$ cat config.mk
export PLATFORM = sky130hd
export DESIGN_NAME = spike_mac_sched
export DESIGN_NICKNAME = d
export VERILOG_FILES = /design/src/rtl/spike_mac_sched_pkg.sv /design/src/rtl/spike_mac_sched_mac.sv /design/src/rtl/spike_mac_sched.sv
export SDC_FILE = /design/constraint.sdc
export NUM_CORES = 2
export LEC_CHECK = 0
export ABC_AREA = 1
export BUFFER_PORTS_ARGS = -buffer_cell sky130_fd_sc_hd__buf_4
export CORE_ASPECT_RATIO = 0.6
export CORE_MARGIN = 2
export CORE_UTILIZATION = 41
export DETAILED_ROUTE_END_ITERATION = 6
export HOLD_SLACK_MARGIN = 0.05
export SLEW_MARGIN = 10
export SYNTH_ARGS = -nofsm -noshare
export SYNTH_HDL_FRONTEND = slang
export SYNTH_HIERARCHICAL = 1
export SYNTH_SLANG_ARGS = --single-unit
$ cat constraint.sdc
create_clock -name clk -period 10.5 [get_ports clk]
set_input_delay 3.15 -clock clk [delete_from_list [all_inputs] [get_ports clk]]
set_output_delay 3.15 -clock clk [all_outputs]
set_load 0.01 [all_outputs]
$ cat src/rtl/spike_mac_sched_pkg.sv
// Shared widths and FSM encoding for the spike MAC sequencer.
package spike_mac_sched_pkg;
  localparam int N_ROWS    = 8;
  localparam int N_COLS    = 8;
  localparam int W_WIDTH   = 8;
  // Eight 8-bit weights summed: 8*255 = 2040 fits in 11 bits.
  localparam int OUT_WIDTH = W_WIDTH + $clog2(N_ROWS);

  typedef enum logic [1:0] {
    IDLE  = 2'd0,
    RUN   = 2'd1,
    DRAIN = 2'd2,
    OUT   = 2'd3
  } sched_state_t;
endpackage

$ cat src/rtl/spike_mac_sched_mac.sv
// Combinational spike MAC: per column, sums the weights of every row whose spike bit is set.
module spike_mac_sched_mac
  import spike_mac_sched_pkg::*;
(
  input  logic [N_ROWS-1:0]                            spk,
  input  logic [N_ROWS-1:0][N_COLS-1:0][W_WIDTH-1:0]   w,
  output logic [N_COLS-1:0][OUT_WIDTH-1:0]             mac
);
  always_comb begin
    mac = '0;
    for (int c = 0; c < N_COLS; c++) begin
      for (int i = 0; i < N_ROWS; i++) begin
        if (spk[i]) mac[c] = mac[c] + OUT_WIDTH'(w[i][c]);
      end
    end
  end
endmodule

$ cat src/rtl/spike_mac_sched.sv
// Spike MAC sequencer: holds the weight matrix, streams spike vectors through one pipe
// stage into per-column accumulators and returns one result frame per start.
module spike_mac_sched
  import spike_mac_sched_pkg::*;
#(
  parameter int STEP_W = 4,
  parameter int ACC_W  = OUT_WIDTH + STEP_W
) (
  input  logic                                 clk,
  input  logic                                 rst_n,
  input  logic                                 cfg_we,
  input  logic [$clog2(N_ROWS)-1:0]            cfg_row,
  input  logic [N_COLS-1:0][W_WIDTH-1:0]       cfg_data,
  output logic                                 cfg_ready,
  input  logic                                 start,
  input  logic [STEP_W-1:0]                    num_steps,
  input  logic                                 spk_valid,
  input  logic [N_ROWS-1:0]                    spk_data,
  output logic                                 spk_ready,
  output logic                                 out_valid,
  output logic [N_COLS-1:0][ACC_W-1:0]         out_sum,
  input  logic                                 out_ready,
  output logic                                 busy,
  output sched_state_t                         dbg_state
);
  // Handshakes: a transfer happens on a rising edge where valid and ready are both 1;
  // a producer holds valid and its data stable until that edge, and ready never waits on valid.

  sched_state_t                               state;
  logic [N_ROWS-1:0][N_COLS-1:0][W_WIDTH-1:0] w_q;
  logic [N_COLS-1:0][OUT_WIDTH-1:0]           mac;
  logic [N_COLS-1:0][OUT_WIDTH-1:0]           pipe_q;
  logic                                       pipe_v;
  logic [N_COLS-1:0][ACC_W-1:0]               acc_q;
  logic [N_COLS-1:0][ACC_W-1:0]               acc_next;
  logic [STEP_W-1:0]                          steps_q;
  logic [STEP_W-1:0]                          cnt_q;
  logic                                       spk_fire;

  spike_mac_sched_mac u_mac (
    .spk (spk_data),
    .w   (w_q),
    .mac (mac)
  );

  assign cfg_ready = (state == IDLE);
  assign spk_ready = (state == RUN);
  assign busy      = (state != IDLE);
  assign dbg_state = state;
  assign spk_fire  = spk_valid & spk_ready;

  always_comb begin
    for (int c = 0; c < N_COLS; c++) begin
      acc_next[c] = acc_q[c] + (pipe_v ? ACC_W'(pipe_q[c]) : '0);
    end
  end

  always_ff @(posedge clk) begin
    if (!rst_n) begin
      state     <= IDLE;
      w_q       <= '0;
      pipe_q    <= '0;
      pipe_v    <= 1'b0;
      acc_q     <= '0;
      steps_q   <= '0;
      cnt_q     <= '0;
      out_valid <= 1'b0;
      out_sum   <= '0;
    end else begin
      acc_q  <= acc_next;
      pipe_v <= 1'b0;
      case (state)
        IDLE: begin
          if (cfg_we) w_q[cfg_row] <= cfg_data;
          if (start && num_steps != '0) begin
            steps_q <= num_steps;
            cnt_q   <= '0;
            acc_q   <= '0;
            state   <= RUN;
          end
        end
        RUN: begin
          if (spk_fire) begin
            pipe_q <= mac;
            pipe_v <= 1'b1;
            cnt_q  <= cnt_q + STEP_W'(1);
            if (cnt_q + STEP_W'(1) == steps_q) state <= DRAIN;
          end
        end
        DRAIN: begin
          // The last pipe entry is folded in here so out_sum sees the complete frame.
          out_sum   <= acc_next;
          out_valid <= 1'b1;
          state     <= OUT;
        end
        OUT: begin
          if (out_ready) begin
            out_valid <= 1'b0;
            state     <= IDLE;
          end
        end
        default: state <= IDLE;
      endcase
    end
  end
endmodule

=== After elaboration in Yosys (flattened, before gate mapping) ===
Cells that the tools add are included.

* Shift operators: 0
* $mul: 0
* Add/subtract/negate cells: 65
* Multiplexer cells: 88
* Divide/modulo/power cells: 0
* Reductions and logical operators: 14
* Bitwise logic cells: 1
* $lt $le $gt $ge: 2
* Equal/unequal tests: 8

{| class="wikitable"
|+ Operators with widths
! kind !! count
|-
| two-way mux 11 bit || 64
|-
| adder 11 x 8 -> 11 bit || 48
|-
| bitwise mux 512 bit || 1
|-
| two-way mux 120 bit || 2
|-
| demux 64 bit (select 3 bit) || 1
|-
| adder 15 x 11 -> 15 bit || 8
|-
| adder 8 x 8 -> 9 bit || 8
|-
| two-way mux 64 bit || 1
|-
| two-way mux 8 bit || 8
|-
| AND reduction 2 bit || 5
|-
| two-way mux 2 bit || 4
|-
| two-way mux 4 bit || 2
|-
| one-hot mux 2 bit (4 select lines) || 1
|-
| one-hot mux 4 bit (2 select lines) || 1
|-
| != test 2 x 1 -> 1 bit (second input constant) || 3
|-
| nonzero test 2 bit || 3
|-
| adder 4 x 1 -> 4 bit (second input constant) || 1
|-
| equality test 2 bit (second input constant) || 2
|-
| equality test 4 bit || 1
|-
| less-than comparator 3 x 4 -> 1 bit (second input constant) || 1
|-
| AND reduction 4 bit || 1
|-
| nonzero test 4 bit || 1
|-
| greater-or-equal comparator 3 x 1 -> 1 bit (second input constant) || 1
|-
| AND reduction 3 bit || 1
|-
| 7 further kinds || 9
|}

* Memory bits (read-only): 0
* Memories: 0
* Output and inout bits: 126
* RAM bits: 0
* Bits in latches: 0
* Register bits after elaboration: 852

=== Longest topological paths before layout ===
* Depth in word-level cells: 15
* Gate-level depth with buffers: 59

=== Modules after synthesis ===
The synthesis kept the hierarchy.

{| class="wikitable"
|+ Modules (own cells, without submodules)
! module !! seq. area each (um^2) !! instances !! cells an instance !! area an instance (um^2)
|-
| spike_mac_sched || 17,056.4 || 1 || 4,914 || 35,794.3
|-
| spike_mac_sched_mac || 0.0 || 1 || 4,828 || 26,905.8
|}

=== Least setup slack after synthesis ===
No wires, ideal clock.

* Kind: in2reg
* Start: input spk_data[0]
* End: register pipe_q[65] in the netlist's numbering
* Setup time: 0.116 ns
* Required time: 10.384 ns
* Arrival time: 10.552 ns
* Setup slack: -0.168 ns
* Path buffers: 4
* Cell stages on the path: 56
* Cells stage by stage: buf_4 -> buf_6 -> buf_6 -> buf_4 -> nand2_1 -> inv_1 -> ha_1 -> inv_1 -> fa_1 -> xor2_1 -> o21ai_1 -> ha_1 -> a21oi_1 -> nand2_1 -> a21oi_1 -> nor2_1 -> nor2_1 -> xor2_1 -> [20 not listed] -> nand3_1 -> nand2_1 -> ha_1 -> or2_2 -> nand2_1 -> nand2_1 -> and2_1 -> ha_1 -> a21oi_1 -> nor2_1 -> nand3_1 -> inv_1 -> nand2_1 -> inv_1 -> nand2_1 -> nand2_1 -> o21ai_0 -> nor2_1

{| class="wikitable"
|+ RTL lines
! what !! line !! source
|-
| start: declaration || spike_mac_sched.sv:18 || <nowiki>input logic [N_ROWS-1:0] spk_data,</nowiki>
|-
| end signal: assignment || spike_mac_sched.sv:84 || <nowiki>pipe_q <= mac;</nowiki>
|-
| end: declaration || spike_mac_sched.sv:32 || <nowiki>logic [N_COLS-1:0][OUT_WIDTH-1:0] pipe_q;</nowiki>
|}

==> out/qor.yml <==
critPathSlowestCell: "fa_2"
synth-edff-count: 0
ir_drop_uv: 142
gp_congestion: 0.872
synth-adder-area-share_pct: 12.8
synth-simple-area-share_pct: 30.3
synth_top_family_by_area: "simple AND/OR/NAND/NOR gates"
cts-root-buf: "clkbuf_16"
synth.largest_area_cell: "dfxtp_1"
endpoint_kind: "register"
crit_path_frequent_cell: "nand2_1"
antenna_left: 0
syn-cell-area_um2: 62700
grt_overflow: 0
dp.cells: 12400
final_nets: 11100
first_pass_iters: 7
boundaryPins: 211
violations: "DRC"
die_y_um: 307
synth_top_area_share_pct: 27.2
drive_gt1_share_pct: 14.0
wirelength_mm: 180
io_buffers: 210
fill_cells: 15600
drc_errors: 2
required_ns: 11.10
ys.flop_type: "dfxtp_1"
dpl.hpwl_mm: 134
comb_power_share_pct: 30.5
seqPwrFrac_pct: 35.7
synth_cell_types: 54
finalMaxSlewViolations: 0
start_kind: "input pin"
worst_path_largest_cell_delay_ns: 0.54
dieArea_um2: 156000
fmax_mhz: 100
slew_headroom_pct: 13.6
synthXorXnorAreaFrac_pct: 4.18
core_area_um2: 152000
holdWs_ns: 0.467
grt_usage_pct: 22.9
cts.sinks: 852
pwr-share-clk_pct: 33.8
internal-power_uw: 7240
antenna_found_initial: 1
fin_util_pct: 49.1
p_leak_uw: 0.0396
yosysSeqAreaShare_pct: 27.2
path_buf_inv: 10
numCtsBuffers: 94
cts_buffer_depth: 3
cts_htree_levels: 3
vias_per_cell: 4.96
clk_pin_slew_ns: 0.06
grt_pass1_wl_mm: 300
synth.avg_cell_area_um2: 6.44
clock_latency_ns: 0.72
area_growth_pct: 19.2
vias: 62300
worst-setup-path-type: "input pin to register"
crit_family: "adder cells"
syn_inst: 9742
grt_max_degree: 249
cts_tree: "yes"
layout_common_cells: "2,183 x nand2_1, 1,708 x nor2_1, 1,164 x inv_1, 1,038 x buf_4, 851 x dfxtp_1"
hold_viol_final: 0
finalSetupViolCount: 0
fin_crit_sh_pct: 95.0
synth_seq_cells: 852
max_cap_violations: 0
status: "finished, violations left"
synth_compound_area_share_pct: 14.3
crit_fanout: 12
drtIter0Drc: 3255
muxShareOfSynthArea_pct: 0
synthesis.nets: 10400
die_w_um: 509
async_reset_ff_share_pct: 0
start_util_pct: 41.2
synth_warnings: 6
wl_per_cell_um: 14.3
swShare_pct: 33.0
placementRows: 111
layout.cells.non_filler: 12600
p_sw_uw: 3570
hold_path_class: "register to register"
first_global_vias: 61600
critPathArrivalTime_ns: 10.57
tightest_slew_ns: 1.30
synthTopCellsByArea: "dfxtp_1 27%, nand2_1 13%, ha_1 11%, nor2_1 10%, inv_1 7.0%"
final_common_cell: "nand2_1"
period_minus_slack_ns: 9.98
finClkSkew_ns: 0.0230
p_per_area_nw_per_um2: 145
==> logic make-up (layout without fill, tap and decap cells) <==
family | Yosys count | in the layout
AO/OA/AOI/OAI | 1672 | 1672
XOR/XNOR | 299 | 299
adder cells (fa/ha/maj) | 605 | 605
buffers and inverters | 1625 | 2412
flip-flops | 852 | 852
other | 0 | 1
AND/OR/NAND/NOR | 4689 | 4689
==> metrics by stage <==
step	worst slack, ns	TNS, ns	total power [uW]	instance area, um2
global placement	-0.507	-7.32	7130	70700
detailed placement	-0.623	-10.87	7190	70700
finish	0.523	0	10800	74700
CTS	0.144	0	10900	74000
global route	-0.0256	-0.0552	11500	74700
floorplan	-0.00107	-0.00107	5880	62700
==> registers in the layout, summed over array words and instances (netlist names) <==
register	cells
w_q	512
out_valid	1
cnt_q	4
out_sum	120
steps_q	4
dbg_state	2
acc_q	120
pipe_q	88
pipe_v	1
==> what timing repair did <==
action	4_1_cts	5_1_grt
setup endpoints to repair	0	34
hold buffers	0	0
resized for setup	0	173
setup buffers	0	10
==> power by group through the flow <==
stage | Sequential, uW | Combinational (uW) | Clock [uW]
floorplan | 3940 | 1940 | 0
global placement | 3920 | 3210 | 0
detailed placement | 3930 | 3260 | 0
CTS | 3860 | 3280 | 3770
global route | 3900 | 3730 | 3900
finish | 3860 | 3300 | 3660
==> per-layer routing <==
layer,wire length [um],vias up,GRT usage [%]
met5,13,-,0
met4,3840,2,5.45
met3,5110,263,2.56
met2,86900,839,41.3
met1,84200,28700,28.8
li1,-,32500,-
==> path summary, 6_finish.rpt <==
check	startpoint	end	slack, ns	cells past startpoint
hold reg to reg	steps_q[0]	steps_q[0]	0.47	2
setup / recovery	spk_data[0]	pipe_q[20]	0.52	44
setup reg to reg	w_q[40]	pipe_q[63]	2.88	49
hold / removal	steps_q[0]	steps_q[0]	0.47	2
==> area by class of cell <==
class | count | area [um2] | share of cell area [%]
Antenna cell | 1 | 2.50 | 0.00335
Sequential cell | 852 | 17100 | 22.8
Timing Repair Buffer | 1052 | 8060 | 10.8
Multi-Input combinational cell | 7265 | 39300 | 52.5
Tap cell | 2034 | 2540 | 3.41
Inverter | 1190 | 4480 | 5.99
Clock buffer | 132 | 2750 | 3.68
Clock inverter | 38 | 574 | 0.769
==> worst reg2reg max path: cells and delay by family (launching register included) <==
family | cells | cell delay [ns]
AND/OR/NAND/NOR | 21 | 2.80
adder cells (fa/ha/maj) | 8 | 2.27
AO/OA/AOI/OAI | 7 | 0.95
buffers and inverters | 9 | 0.61
XOR/XNOR | 4 | 0.61
flip-flops | 1 | 0.33
==> cells in the mapped netlist, types with 15 or more instances <==
cell	instances
nand2_1	2188
nor2_1	1713
inv_1	1170
dfxtp_1	852
ha_1	541
o21ai_0	533
nand3_1	519
a21oi_1	491
o21ai_1	415
xor2_1	196
clkbuf_1	162
xnor2_1	103
buf_2	92
fa_1	64
nand4_1	60
clkbuf_2	57
o211ai_1	53
buf_1	52
nor3_1	47
a31oi_1	44
or2_2	42
o21ai_2	40
o21a_1	38
and2_1	36
buf_12	28
nand3b_1	27
buf_4	20
inv_2	18
a21o_1	17
nand2_2	17
o21bai_1	15
Note: power is estimated with default switching activity, not from simulation.
